<file path="src/rtl/mem_arbiter_if.sv">
// Requester and RAM-side signal bundle for mem_arbiter.
// The arbiter connects through the slave modport; fetch/LS units and the RAM use master.
interface mem_arbiter_if #(
  parameter int ADDR_WIDTH = 32,
  parameter int DATA_WIDTH = 32,
  parameter int RAM_WIDTH  = 8
);
  logic                  if_req;
  logic [ADDR_WIDTH-1:0] if_addr;
  logic [DATA_WIDTH-1:0] if_data;
  logic                  if_done;
  logic                  if_busy;
  logic [1:0]            ls_rw_flag;
  logic [ADDR_WIDTH-1:0] ls_addr;
  logic [DATA_WIDTH-1:0] ls_write_data;
  logic [1:0]            ls_len;
  logic [DATA_WIDTH-1:0] ls_read_data;
  logic                  ls_done;
  logic                  ls_busy;
  logic [RAM_WIDTH-1:0]  mem_din;
  logic [RAM_WIDTH-1:0]  mem_dout;
  logic [ADDR_WIDTH-1:0] mem_a;
  logic                  mem_wr;

  modport master (
    output if_req, if_addr, ls_rw_flag, ls_addr, ls_write_data, ls_len, mem_din,
    input  if_data, if_done, if_busy, ls_read_data, ls_done, ls_busy,
    input  mem_dout, mem_a, mem_wr
  );

  modport slave (
    input  if_req, if_addr, ls_rw_flag, ls_addr, ls_write_data, ls_len, mem_din,
    output if_data, if_done, if_busy, ls_read_data, ls_done, ls_busy,
    output mem_dout, mem_a, mem_wr
  );
endinterface

</file>
<file path="src/rtl/mem_arbiter.sv">
// Shares one byte-wide RAM port between instruction fetch (4B reads) and load/store
// (1/2/4B reads/writes), serialising each access into little-endian byte cycles.
module mem_arbiter #(
  parameter int ADDR_WIDTH = 32,
  parameter int DATA_WIDTH = 32,
  parameter int RAM_WIDTH  = 8
) (
  input  logic          clk,
  input  logic          rst,
  input  logic          rdy,
  input  logic          clear,
  mem_arbiter_if.slave  bus
);

  localparam logic [1:0] IDLE  = 2'd0;
  localparam logic [1:0] READ  = 2'd1;
  localparam logic [1:0] WRITE = 2'd2;

  logic [1:0]            state;
  logic                  if_pend, ls_pend, serve_ls, wr_quiet;
  logic [2:0]            cnt, idx, idx_nx;
  logic                  last;
  logic [ADDR_WIDTH-1:0] if_addr_q, ls_addr_q, cur_addr, next_addr, mem_a_q;
  logic [DATA_WIDTH-1:0] ls_wdata_q, asm_q, asm_next, if_data_q, ls_rdata_q;
  logic [1:0]            ls_len_q;
  logic                  ls_wr_q;
  logic                  mem_wr_q;
  logic [RAM_WIDTH-1:0]  mem_dout_q;
  logic                  if_done_q, ls_done_q;
  logic                  if_busy_w, ls_busy_w, ls_req, if_cap, ls_cap;

  function automatic logic [RAM_WIDTH-1:0] byte_sel(input logic [DATA_WIDTH-1:0] w,
                                                    input logic [1:0] k);
    logic [DATA_WIDTH-1:0] sh;
    sh = w >> {k, 3'b000};
    return sh[RAM_WIDTH-1:0];
  endfunction

  function automatic logic [2:0] len_to_n(input logic [1:0] len);
    logic [2:0] n;
    case (len)
      2'b00:   n = 3'd1;
      2'b01:   n = 3'd2;
      default: n = 3'd4;
    endcase
    return n;
  endfunction

  assign ls_req    = (bus.ls_rw_flag == 2'b01) || (bus.ls_rw_flag == 2'b10);
  assign if_busy_w = if_pend || ((state != IDLE) && !serve_ls);
  assign ls_busy_w = ls_pend || ((state != IDLE) && serve_ls);
  assign if_cap    = !clear && bus.if_req && !if_busy_w;
  assign ls_cap    = !clear && ls_req && !ls_busy_w;

  assign idx_nx    = idx + 3'd1;
  assign last      = (idx_nx == cnt);
  assign cur_addr  = serve_ls ? ls_addr_q : if_addr_q;
  assign next_addr = cur_addr + ADDR_WIDTH'(idx_nx);
  assign asm_next  = asm_q | (DATA_WIDTH'(bus.mem_din) << {idx[1:0], 3'b000});

  assign bus.if_data      = if_data_q;
  assign bus.if_done      = if_done_q;
  assign bus.if_busy      = if_busy_w;
  assign bus.ls_read_data = ls_rdata_q;
  assign bus.ls_done      = ls_done_q;
  assign bus.ls_busy      = ls_busy_w;
  assign bus.mem_a        = mem_a_q;
  assign bus.mem_dout     = mem_dout_q;
  // The strobe is gated combinationally so a frozen block never repeats a write.
  assign bus.mem_wr       = mem_wr_q && rdy;

  // Control: arbitration, byte sequencing and completion pulses
  always_ff @(posedge clk or posedge rst) begin
    if (rst) begin
      state      <= IDLE;
      if_pend    <= 1'b0;
      ls_pend    <= 1'b0;
      serve_ls   <= 1'b0;
      wr_quiet   <= 1'b0;
      cnt        <= '0;
      idx        <= '0;
      mem_a_q    <= '0;
      mem_wr_q   <= 1'b0;
      mem_dout_q <= '0;
      if_done_q  <= 1'b0;
      ls_done_q  <= 1'b0;
      if_data_q  <= '0;
      ls_rdata_q <= '0;
    end else if (rdy) begin
      if_done_q <= 1'b0;
      ls_done_q <= 1'b0;
      case (state)
        IDLE: if (!clear) begin
          if (ls_pend) begin
            serve_ls <= 1'b1;
            ls_pend  <= 1'b0;
            cnt      <= len_to_n(ls_len_q);
            idx      <= '0;
            mem_a_q  <= ls_addr_q;
            wr_quiet <= 1'b0;
            if (ls_wr_q) begin
              state      <= WRITE;
              mem_wr_q   <= 1'b1;
              mem_dout_q <= byte_sel(ls_wdata_q, 2'd0);
            end else begin
              state <= READ;
            end
          end else if (if_pend) begin
            serve_ls <= 1'b0;
            if_pend  <= 1'b0;
            cnt      <= 3'd4;
            idx      <= '0;
            mem_a_q  <= if_addr_q;
            state    <= READ;
          end
        end
        READ: begin
          if (clear) begin
            state   <= IDLE;
            mem_a_q <= '0;
          end else if (last) begin
            state   <= IDLE;
            mem_a_q <= '0;
            if (serve_ls) begin
              ls_done_q  <= 1'b1;
              ls_rdata_q <= asm_next;
            end else begin
              if_done_q <= 1'b1;
              if_data_q <= asm_next;
            end
          end else begin
            idx     <= idx_nx;
            mem_a_q <= next_addr;
          end
        end
        WRITE: begin
          // A flush cannot retract bytes already on the bus, so the store finishes silently.
          if (clear) wr_quiet <= 1'b1;
          if (last) begin
            state      <= IDLE;
            mem_wr_q   <= 1'b0;
            mem_dout_q <= '0;
            mem_a_q    <= '0;
            ls_done_q  <= !(wr_quiet || clear);
          end else begin
            idx        <= idx_nx;
            mem_a_q    <= next_addr;
            mem_dout_q <= byte_sel(ls_wdata_q, idx_nx[1:0]);
          end
        end
        default: state <= IDLE;
      endcase
      if (if_cap) if_pend <= 1'b1;
      if (ls_cap) ls_pend <= 1'b1;
      if (clear) begin
        if_pend <= 1'b0;
        ls_pend <= 1'b0;
      end
    end
  end

  // Data: request latches and the byte assembly buffer
  always_ff @(posedge clk) begin
    if (rdy) begin
      if (if_cap) if_addr_q <= bus.if_addr;
      if (ls_cap) begin
        ls_addr_q  <= bus.ls_addr;
        ls_wdata_q <= bus.ls_write_data;
        ls_len_q   <= bus.ls_len;
        ls_wr_q    <= bus.ls_rw_flag[1];
      end
      if (state == READ) asm_q <= asm_next;
      else               asm_q <= '0;
    end
  end

endmodule

</file>
<file path="src/flat_wrapper.sv">
// flat-port wrapper written by rule: the top's interface ports become plain ports
module mem_arbiter_flat 
#(
  parameter int ADDR_WIDTH = 32,
  parameter int DATA_WIDTH = 32,
  parameter int RAM_WIDTH  = 8
)
  (clk, rst, rdy, clear, bus_if_req, bus_if_addr, bus_ls_rw_flag, bus_ls_addr, bus_ls_write_data, bus_ls_len, bus_mem_din, bus_if_data, bus_if_done, bus_if_busy, bus_ls_read_data, bus_ls_done, bus_ls_busy, bus_mem_dout, bus_mem_a, bus_mem_wr);
  mem_arbiter_if #(.ADDR_WIDTH(ADDR_WIDTH), .DATA_WIDTH(DATA_WIDTH), .RAM_WIDTH(RAM_WIDTH)) bus_i ();
  input  logic clk;
  input  logic rst;
  input  logic rdy;
  input  logic clear;
  input wire logic [$bits(bus_i.if_req)-1:0] bus_if_req;
  input wire logic [$bits(bus_i.if_addr)-1:0] bus_if_addr;
  input wire logic [$bits(bus_i.ls_rw_flag)-1:0] bus_ls_rw_flag;
  input wire logic [$bits(bus_i.ls_addr)-1:0] bus_ls_addr;
  input wire logic [$bits(bus_i.ls_write_data)-1:0] bus_ls_write_data;
  input wire logic [$bits(bus_i.ls_len)-1:0] bus_ls_len;
  input wire logic [$bits(bus_i.mem_din)-1:0] bus_mem_din;
  output wire logic [$bits(bus_i.if_data)-1:0] bus_if_data;
  output wire logic [$bits(bus_i.if_done)-1:0] bus_if_done;
  output wire logic [$bits(bus_i.if_busy)-1:0] bus_if_busy;
  output wire logic [$bits(bus_i.ls_read_data)-1:0] bus_ls_read_data;
  output wire logic [$bits(bus_i.ls_done)-1:0] bus_ls_done;
  output wire logic [$bits(bus_i.ls_busy)-1:0] bus_ls_busy;
  output wire logic [$bits(bus_i.mem_dout)-1:0] bus_mem_dout;
  output wire logic [$bits(bus_i.mem_a)-1:0] bus_mem_a;
  output wire logic [$bits(bus_i.mem_wr)-1:0] bus_mem_wr;
  assign bus_i.if_req = bus_if_req;
  assign bus_i.if_addr = bus_if_addr;
  assign bus_i.ls_rw_flag = bus_ls_rw_flag;
  assign bus_i.ls_addr = bus_ls_addr;
  assign bus_i.ls_write_data = bus_ls_write_data;
  assign bus_i.ls_len = bus_ls_len;
  assign bus_i.mem_din = bus_mem_din;
  assign bus_if_data = bus_i.if_data;
  assign bus_if_done = bus_i.if_done;
  assign bus_if_busy = bus_i.if_busy;
  assign bus_ls_read_data = bus_i.ls_read_data;
  assign bus_ls_done = bus_i.ls_done;
  assign bus_ls_busy = bus_i.ls_busy;
  assign bus_mem_dout = bus_i.mem_dout;
  assign bus_mem_a = bus_i.mem_a;
  assign bus_mem_wr = bus_i.mem_wr;
  mem_arbiter #(.ADDR_WIDTH(ADDR_WIDTH), .DATA_WIDTH(DATA_WIDTH), .RAM_WIDTH(RAM_WIDTH)) u_core (.clk(clk), .rst(rst), .rdy(rdy), .clear(clear), .bus(bus_i));
endmodule
</file>
<file path="config.mk">
export PLATFORM = sky130hd
export DESIGN_NAME = mem_arbiter_flat
export DESIGN_NICKNAME = d
export VERILOG_FILES = /design/src/rtl/mem_arbiter_if.sv /design/src/rtl/mem_arbiter.sv /design/src/flat_wrapper.sv
export SDC_FILE = /design/constraint.sdc
export NUM_CORES = 1
export LEC_CHECK = 0
export CAP_MARGIN = 20
export CORE_MARGIN = 2
export CORE_UTILIZATION = 55
export CTS_CLUSTER_DIAMETER = 40
export CTS_CLUSTER_SIZE = 24
export DETAILED_ROUTE_END_ITERATION = 10
export HOLD_SLACK_MARGIN = 0.08
export PLACE_DENSITY = 0.91
export SYNTH_ARGS = -nofsm -noshare
export SYNTH_HDL_FRONTEND = slang
export SYNTH_SLANG_ARGS = --single-unit
</file>
<file path="constraint.sdc">
create_clock -name clk -period 10.8 [get_ports clk]
set_input_delay 2.16 -clock clk [delete_from_list [all_inputs] [get_ports clk]]
set_output_delay 2.16 -clock clk [all_outputs]
set_load 0.05 [all_outputs]
</file>
==> results of run 1 <==
[state kept, by name, summed over array words and instances (netlist names), 2 cells and up]
register / count
u_core.ls_addr_q: 32
u_core.bus.mem_dout: 8
u_core.bus.mem_a: 32
u_core.asm_q: 32
u_core.if_addr_q: 32
u_core.state: 2
u_core.cnt: 3
u_core.ls_len_q: 2
u_core.ls_wdata_q: 32
u_core.bus.ls_read_data: 32
u_core.bus.if_data: 32
u_core.idx: 3
[cells in the mapped netlist, drive strengths merged (12+ instances only)]
cell type,count
edfxtp,131
dfrtp,119
a21oi,104
o21ai,89
nand2,77
nor2,73
mux2i,62
clkbuf,37
nor2b,35
nor3,23
xnor2,15
xor2,15
inv,12
nand3,12
[per-layer routing]
| metal | up-vias | GRT usage [%] |
|---|---|---|
| met5 | - | 0 |
| met1 | 4125 | 34.6 |
| met4 | 0 | 8.14 |
| li1 | 3756 | - |
| met2 | 458 | 45.6 |
| met3 | 69 | 5.31 |
[worst max path at each step]
stage	from	endpoint	slack, ns	cells past startpoint
2_1_floorplan	clear	u_core.ls_addr_q[0]	3.11	3
3_3_place_gp	rdy	bus_mem_wr	4.96	4
3_5_place_dp	rdy	bus_mem_wr	4.93	4
4_1_cts	rdy	bus_mem_wr	4.92	4
5_1_grt	rdy	bus_mem_wr	4.89	4
6_report	rdy	bus_mem_wr	4.93	4
[power by group through the flow]
stage          logic (µW)  registers [µW]  clock network, µW
6_report             1920            1440               1040
5_1_grt              2030            1460               1090
4_1_cts              1920            1440               1050
3_5_place_dp         1900            1450                  0
3_3_place_gp         1840            1440                  0
2_1_floorplan         749            1970                  0
[layout make-up]
| cell class | instances | area, µm² |
|---|---|---|
| flip-flops and latches | 250 | 6910 |
| fillers | 1206 | 5000 |
| multi-input cells | 604 | 3800 |
| repair buffers | 233 | 2300 |
| clock buffers | 31 | 776 |
| well taps | 265 | 332 |
| clock inverters | 27 | 289 |
| inverters | 13 | 51.3 |
[metrics by stage]
stage / hold WS (ns) / std cells / setup slack [ns] / util [%]
floorplan: 0.459 / 915 / 3.11 / -
global placement: 0.462 / 1365 / 4.96 / 68.8
detailed placement: 0.471 / 1365 / 4.93 / 68.8
CTS: 0.485 / 1423 / 4.92 / 74.3
global route: 0.513 / 1423 / 4.89 / 74.3
finish: 0.483 / 1423 / 4.93 / 74.3
[critical path: cells and delay by family]
kind,cells,cell delay (ns)
simple gates,1,0.22
buf+inv,3,1.30
[logic make-up (layout without fill, tap and decap cells)]
group | Yosys count | count (layout)
and+or+nand+nor | 267 | 267
DFF | 250 | 250
AOI/OAI and AO/OA | 224 | 224
muxes | 73 | 73
buffers and inverters | 61 | 304
xor gates and xnor gates | 31 | 31
adders and majority gates | 9 | 9
==> impl_metrics.tcl, run 1 <==
set metrics [dict create \
    antenna_left 0 \
    slowest_stage "clkdlybuf4s50_1" \
    cts_buffers 31 \
    final_area_mm2 0.0145 \
    h-tree-depth 1 \
    relSlewSlack_pct 32.0 \
    io_pins 222 \
    antennaDiodeCount 0 \
    worstHoldPathType "flip-flop to flip-flop" \
    cts_tree "yes" \
    cts.repair.resized 0 \
    cap_violations 0 \
    netlist_area_mm2 0.0109 \
    status "finished clean" \
    dpl-instance-area_mm2 0.0134 \
    grt_setup_unrepaired "no" \
    clkSlewWorstSetupHoldPaths_ns 0.06 \
    vias 8408 \
    final_common_cell "clkdlybuf4s50_1" \
    synthSimpleGateAreaFrac_pct 12.2 \
    gp_congestion 0.877 \
    ys_types 50 \
    p_sw_share_pct 43.0 \
    cp.arrival_ns 3.71 \
    layout.nets 1255 \
    r2r-start "u_core.serve_ls" \
    synth_top_family_by_area "simple AND/OR/NAND/NOR gates" \
    p_total_uw 4400 \
    min_path_cells 2 \
    drive_gt1_share_pct 8.12 \
    syn_inst 915 \
    seq_power_share_pct 32.8 \
    met3WireLength_mm 2.56 \
    rr_endpoint "u_core.bus.mem_a[25]" \
    dr_wl_met2_mm 14.4 \
    setup-tns-final_ns 0 \
    grt_start_max_net_pins 70 \
    mostFrequentLayoutCells "clkdlybuf4s50_1, edfxtp_1, dfrtp_1, a21oi_1, o21ai_0" \
    synthTopCellsByArea "edfxtp_1, dfrtp_1, mux2i_1, a21oi_1, o21ai_0" \
    synth_nets 1037 \
    ir_drop_uv 188 \
    clock_path_buffers 3 \
    core_region_area_mm2 0.0195 \
    synth_seq_cells 250 \
    powerDensity_mw_per_mm2 304 \
    io_buffer_count 221 \
    cts_setup_buffers 0 \
    ys_seq_area_share_pct 63.2 \
    highest_layer "met4" \
    dieArea_mm2 0.0210 \
    drc 0 \
    drt-vias-per-instance 5.91 \
    ff2ff_path_depth 9 \
    finalCritPeriodShare_pct 54.3 \
    min_to "u_core.bus.if_data[16]" \
    clkPwrFrac_pct 23.6 \
    min_from "u_core.bus.if_data[16]" \
    async_reset_ff_share_pct 47.6 \
    synth_ff_type "edfxtp_1" \
    grt.overflow.total 0 \
    wl_met1_mm 10.8 \
    avgSynthCellArea_um2 12.0 \
    post-dp-hpwl_mm 19.0 \
    ff2ff_setup_slack_ns 7.05 \
    switchingPower_uw 1890 \
    synth.largest_area_cell "edfxtp_1" \
    final-max-slew-violation-count 0 \
    worstSetupPathType "input pin to output port" \
    track_usage_pct 26.6 \
    synth_fa_ha_area_share_pct 1.10 \
    p_comb_share_pct 43.7 \
    end_kind "output port" \
    synth_top_area_share_pct 35.9 \
    clock_latency_ns 0.55 \
    cp_cell_sequence "buf_2 > buf_4 > and2_1 > clkdlybuf4s50_1" \
    critPathLaunchType "input pin" \
    cp_max_fo 40 \
    max_slew.worst_pin.slew_ns 1.02 \
    synth_compound_area_share_pct 11.1 \
    setup_viol 0 \
    fmax_mhz 170 \
    max_stage_delay_ns 0.80 \
    clock_skew_ns 0.0125 \
    leakage_uw 0.00556 \
    hold_viol 0 \
    wl_per_cell_um 20.1 \
    die_w_um 145 \
    internal_power_uw 2500 \
    synth-xor-area-share_pct 2.61 \
    drt_iter0_markers 728 \
    start_util_pct 56.2 \
    root_buffer "clkbuf_16" \
    antenna_found_initial 0 \
    row_count 51 \
    cts_hold_buf 0 \
    muxShareOfSynthArea_pct 7.63 \
    firstDrtPassIters 8 \
    cp_data_required_time_ns 8.64 \
    wirelength_mm 28.6 \
    clock_sinks 250 \
    first_global_vias 8480 \
    period_needed_ns 5.87 \
    synth-edff-count 131 \
    area_delta_synth_final_pct 32.2 \
    die_h_um 145 \
    yosys_warnings 0 \
    grt_pass1_wl_mm 44.9 \
]
No activity file was read; power rests on OpenSTA's default activity.
==> run 2: changes to the inputs <==
- CORE_UTILIZATION: 55 -> 52
- PLACE_DENSITY: 0.91 -> 0.87
- clock period: 10.8 -> 5.63 ns (I/O delays scaled with it)
==> run 2 against run 1 <==
Effect of this change:
- clock-buffer cell count grew 5
- worst setup slack lost 3.3 ns
- flip-flop and latch count is the same
- final cell count grew 0.91%
- utilization shrank 4.0 points
- register-to-register slack lost 5.2 ns
- clock skew grew 0.014 ns
- critical endpoint unchanged
- largest cell class unchanged
==> impl_metrics.tcl, run 2 (synthesized netlist as in run 1, its figures left out) <==
set metrics [dict create \
    cap_violations 0 \
    cts_hold_buf 0 \
    io_buffer_count 221 \
    die_h_um 149 \
    root_buffer "clkbuf_16" \
    leakage_uw 0.00563 \
    post-dp-hpwl_mm 18.3 \
    io_pins 222 \
    postLayoutCoreUtil_pct 70.3 \
    drt_iter0_markers 735 \
    fillers 1434 \
    powerDensity_mw_per_mm2 592 \
    grt_setup_unrepaired "no" \
    r2r-start "u_core.serve_ls" \
    worstSetupPathType "input pin to output port" \
    min_path_cells 2 \
    clock_path_buffers 3 \
    track_usage_pct 25.2 \
    finalCritPeriodShare_pct 70.9 \
    cts_setup_buffers 0 \
    fin_hold_ws_ns 0.477 \
    critPathLaunchType "input pin" \
    final-max-slew-violation-count 0 \
    clock_skew_ns 0.0262 \
    clock_sinks 250 \
    grt_pass1_wl_mm 43.8 \
    core_region_area_mm2 0.0208 \
    die_w_um 149 \
    max_slew.worst_pin.slew_ns 1.04 \
    fmax_mhz 250 \
    ff2ff_setup_slack_ns 1.83 \
    setup_viol 0 \
    vias 8173 \
    firstDrtPassIters 5 \
    wl_per_cell_um 19.5 \
    area_delta_synth_final_pct 33.8 \
    grt.overflow.total 0 \
    crit_start "rdy" \
    clock_latency_ns 0.51 \
    antenna_left 0 \
    h-tree-depth 2 \
    mostFrequentLayoutCells "clkdlybuf4s50_1, edfxtp_1, dfrtp_1, a21oi_1, o21ai_0" \
    final_common_cell "clkdlybuf4s50_1" \
    worstHoldPathType "flip-flop to flip-flop" \
    cp_data_required_time_ns 4.50 \
    pre_cts_slack_ns 1.31 \
    antennaDiodeCount 0 \
    cp.arrival_ns 2.87 \
    row_count 53 \
    start_util_pct 52.6 \
    first_global_vias 8174 \
    cp_max_fo 40 \
    timing.final.ws_setup_ns 1.64 \
    drt-vias-per-instance 5.69 \
    cts_buffers 34 \
    antenna_found_initial 0 \
    relSlewSlack_pct 30.6 \
    period_needed_ns 3.99 \
    hold_viol 0 \
    p_total_uw 8670 \
    dieArea_mm2 0.0222 \
    cts.repair.resized 0 \
    cts_tree "yes" \
    layout.nets 1258 \
    grt_start_max_net_pins 66 \
    status "finished clean" \
    ff2ff_path_depth 8 \
    drive_gt1_share_pct 8.35 \
    ir_drop_uv 339 \
    wirelength_mm 28.0 \
    rr_endpoint "u_core.bus.mem_a[29]" \
    setup-tns-final_ns 0 \
    drc 0 \
    clkSlewWorstSetupHoldPaths_ns 0.06 \
    gp_congestion 0.872 \
    end_kind "output port" \
    endpoint "bus_mem_wr" \
]
==> run 2: cell types whose count changed in the layout (fill, tap and decap cells not counted), sizes merged <==
| cell | change |
|---|---|
| clkbuf | +5 |
| inv | -3 |
| clkinvlp | +2 |
| clkinv | -4 |
| bufinv | +3 |
==> run 2: where the power goes <==
group | total, µW | internal [µW] | switching [µW] | leakage, µW
clock network | 2230 | 1360 | 872 | 0.000572
registers | 2800 | 2430 | 371 | 0.00277
logic | 3630 | 1270 | 2360 | 0.00229
total | 8670 | 5060 | 3610 | 0.00563
==> run 2: area by class of cell <==
cell class              instances  area [µm²]  share of cell area (%)
clock buffers                  36         880                    6.01
clock inverters                25         310                    2.12
inverters                      13        51.3                   0.350
multi-input cells             604        3810                    26.0
flip-flops and latches        250        6910                    47.2
well taps                     275         344                    2.35
repair buffers                233        2330                    15.9
==> run 2: metal layers <==
| layer | global-route usage, % | part of all wire (%) | vias up |
|---|---|---|---|
| met4 | 7.71 | 2.4 | 0 |
| li1 | - | - | 3762 |
| met5 | 0 | 0 | - |
| met3 | 4.83 | 8.1 | 63 |
| met2 | 43.3 | 51 | 397 |
| met1 | 32.6 | 39 | 3951 |
==> run 2: per-stage QoR <==
step	std cells	cell area, µm²
floorplan	915	10900
global placement	1374	13400
detailed placement	1374	13400
CTS	1435	14600
global route	1436	14600
finish	1436	14600
==> run 2: worst min-delay path by stage <==
stage | from | to
2_1_floorplan | u_core.ls_len_q[0] | u_core.cnt[1]
3_5_place_dp | u_core.bus.if_data[1] | u_core.bus.if_data[1]
5_1_grt | u_core.bus.if_data[2] | u_core.bus.if_data[2]
6_report | u_core.bus.if_data[1] | u_core.bus.if_data[1]
4_1_cts | u_core.bus.if_data[1] | u_core.bus.if_data[1]
3_3_place_gp | u_core.bus.if_data[2] | u_core.bus.if_data[2]
==> run 2: critical path, stage by stage <==
cell and delay, ns:
buf_2 0.66, and2_1 0.24, clkdlybuf4s50_1 0.82
==> run 3: changes to the inputs <==
- clock period: 5.63 -> 3.85 ns (I/O delays scaled with it)
==> run 3 against run 2 <==
Effect of this change:
- non-clock buffer count increased by 7
- sequential share of layout area about the same
- worst hold slack improved by 0.0016 ns
- total power increased by 44%
- clock power increased by 35%
- utilization about the same
- wire length increased by 0.27%
- clock-buffer cell count decreased by 2
- global-route usage increased by 0.22 points
- design area about the same
- critical path type is now flip-flop to output port
- final cell count increased by 0.14%
- flip-flop and latch count unchanged
==> impl_metrics.tcl, run 3 (synthesized netlist as in run 1, its figures left out) <==
set metrics [dict create \
    status "finished clean" \
    worstHoldPathType "flip-flop to flip-flop" \
    gp_congestion 0.851 \
    cp_cell_sequence "inv_1 > ha_1 > o21bai_1 > clkdlybuf4s50_1" \
    grt.overflow.total 0 \
    post-dp-hpwl_mm 19.5 \
    ir_drop_uv 577 \
    ff2ff_path_depth 9 \
    min_from "u_core.bus.if_data[2]" \
    min_path_cells 2 \
    cp_num_buf_inv 2 \
    powerDensity_mw_per_mm2 853 \
    track_usage_pct 25.4 \
    drt-vias-per-instance 5.69 \
    clock_sinks 250 \
    drt_iter0_markers 643 \
    grt_pass1_wl_mm 44.3 \
    grt_start_max_net_pins 68 \
    cp_max_fo 8 \
    drc 0 \
    drive_gt1_share_pct 8.60 \
    io_buffer_count 221 \
    wirelength_mm 28.0 \
    root_buffer "clkbuf_16" \
    rr_endpoint "u_core.bus.mem_a[25]" \
    die_w_um 149 \
    final_common_cell "clkdlybuf4s50_1" \
    core_region_area_mm2 0.0208 \
    cp_data_required_time_ns 3.08 \
    layout.nets 1261 \
    period_needed_ns 3.38 \
    first_global_vias 8380 \
    clkSlewWorstSetupHoldPaths_ns 0.06 \
    seq_power_share_pct 32.0 \
    mostFrequentLayoutCells "clkdlybuf4s50_1, edfxtp_1, dfrtp_1, a21oi_1, o21ai_0" \
    clock_latency_ns 0.55 \
    antenna_found_initial 0 \
    final_cells 1438 \
    dp.cells 1382 \
    p_sw_share_pct 42.0 \
    cts_tree "yes" \
    internal_power_uw 7240 \
    critPathLaunchType "flip-flop" \
    clock_path_buffers 3 \
    fmax_mhz 296 \
    io_pins 222 \
    cp.arrival_ns 2.61 \
    cap_violations 0 \
    hold_viol 0 \
    area_delta_synth_final_pct 33.7 \
    clkPwrFrac_pct 24.2 \
    antennaDiodeCount 0 \
    setup_viol 0 \
    max_slew.worst_pin.slew_ns 0.885 \
    ff2ff_setup_slack_ns 0.90 \
    cts.repair.resized 0 \
    postLayoutCoreUtil_pct 70.3 \
    finalCritPeriodShare_pct 87.7 \
    p_total_uw 12500 \
    h-tree-depth 1 \
    wl_per_cell_um 19.5 \
    crit_start "u_core.state[0]" \
    cp_top_family "buffers and inverters" \
    max_stage_delay_ns 0.92 \
    cts_hold_buf 0 \
    cts_buffers 30 \
    antenna_left 0 \
    min_to "u_core.bus.if_data[2]" \
    worstSetupPathType "flip-flop to output port" \
    relSlewSlack_pct 40.9 \
    dieArea_mm2 0.0222 \
    start_util_pct 52.6 \
    switchingPower_uw 5240 \
    r2r-start "u_core.idx[1]" \
    firstDrtPassIters 5 \
    vias 8187 \
    row_count 53 \
    grt_setup_unrepaired "no" \
    die_h_um 149 \
    end_kind "output port" \
    p_comb_share_pct 43.7 \
    cts_setup_buffers 0 \
    slowest_stage "clkdlybuf4s50_1" \
    setup-tns-final_ns 0 \
    clock_skew_ns 0.0156 \
    final-max-slew-violation-count 0 \
    leakage_uw 0.00565 \
]
-- run 3: power groups by stage --
stage | Sequential (µW) | Combinational (µW) | Clock [µW]
after global placement | 4010 | 5280 | 0
after global routing | 4060 | 5820 | 3200
final | 4000 | 5460 | 3020
after floorplan | 5510 | 2110 | 0
after CTS | 3990 | 5450 | 3080
after detailed placement | 4030 | 5420 | 0
-- run 3: worst max-delay path by stage --
| stage | slack [ns] | depth (start not counted) | end |
|---|---|---|---|
| global placement | 0.98 | 9 | u_core.bus.mem_a[29] |
| CTS | 0.50 | 4 | bus_if_busy |
| detailed placement | 0.90 | 7 | u_core.bus.mem_a[11] |
| global route | 0.40 | 4 | bus_if_busy |
| floorplan | 0.22 | 6 | u_core.if_addr_q[0] |
| finish | 0.47 | 4 | bus_if_busy |
-- run 3: final cells by class --
class,instances,area [µm²]
sequential,250,6910
tap,275,344
clock buffer,34,851
clock inverter,22,268
timing repair buffer,240,2390
multi-input combinational,604,3810
fill,1403,6190
inverter,13,52.6
-- run 3: stage by stage --
step / setup slack [ns] / hold slack (ns) / instance area (µm²)
2_1_floorplan: 0.222 / 0.459 / 11000
3_3_place_gp: 0.982 / 0.461 / 13500
3_5_place_dp: 0.901 / 0.472 / 13500
4_1_cts: 0.498 / 0.486 / 14600
5_1_grt: 0.400 / 0.509 / 14600
6_report: 0.474 / 0.479 / 14600
-- run 3: routing by layer --
layer  part of all wire, %  track usage, %  up-vias
met5                     0               0        -
li1                      -               -     3768
met2                    49            42.5      425
met1                    39            34.0     3920
met3                   8.4            4.28       74
met4                   3.2            8.76        0
-- run 3: worst reg2reg max path: stages (launching register included) --
cell	delay, ns
dfrtp_1	0.40
ha_1	0.24
xor2_1	0.19
ha_1	0.36
nand3_1	0.12
a22oi_1	0.50
nand4_1	0.36
or3_1	0.46
a31oi_1	0.17
nor2_1	0.05
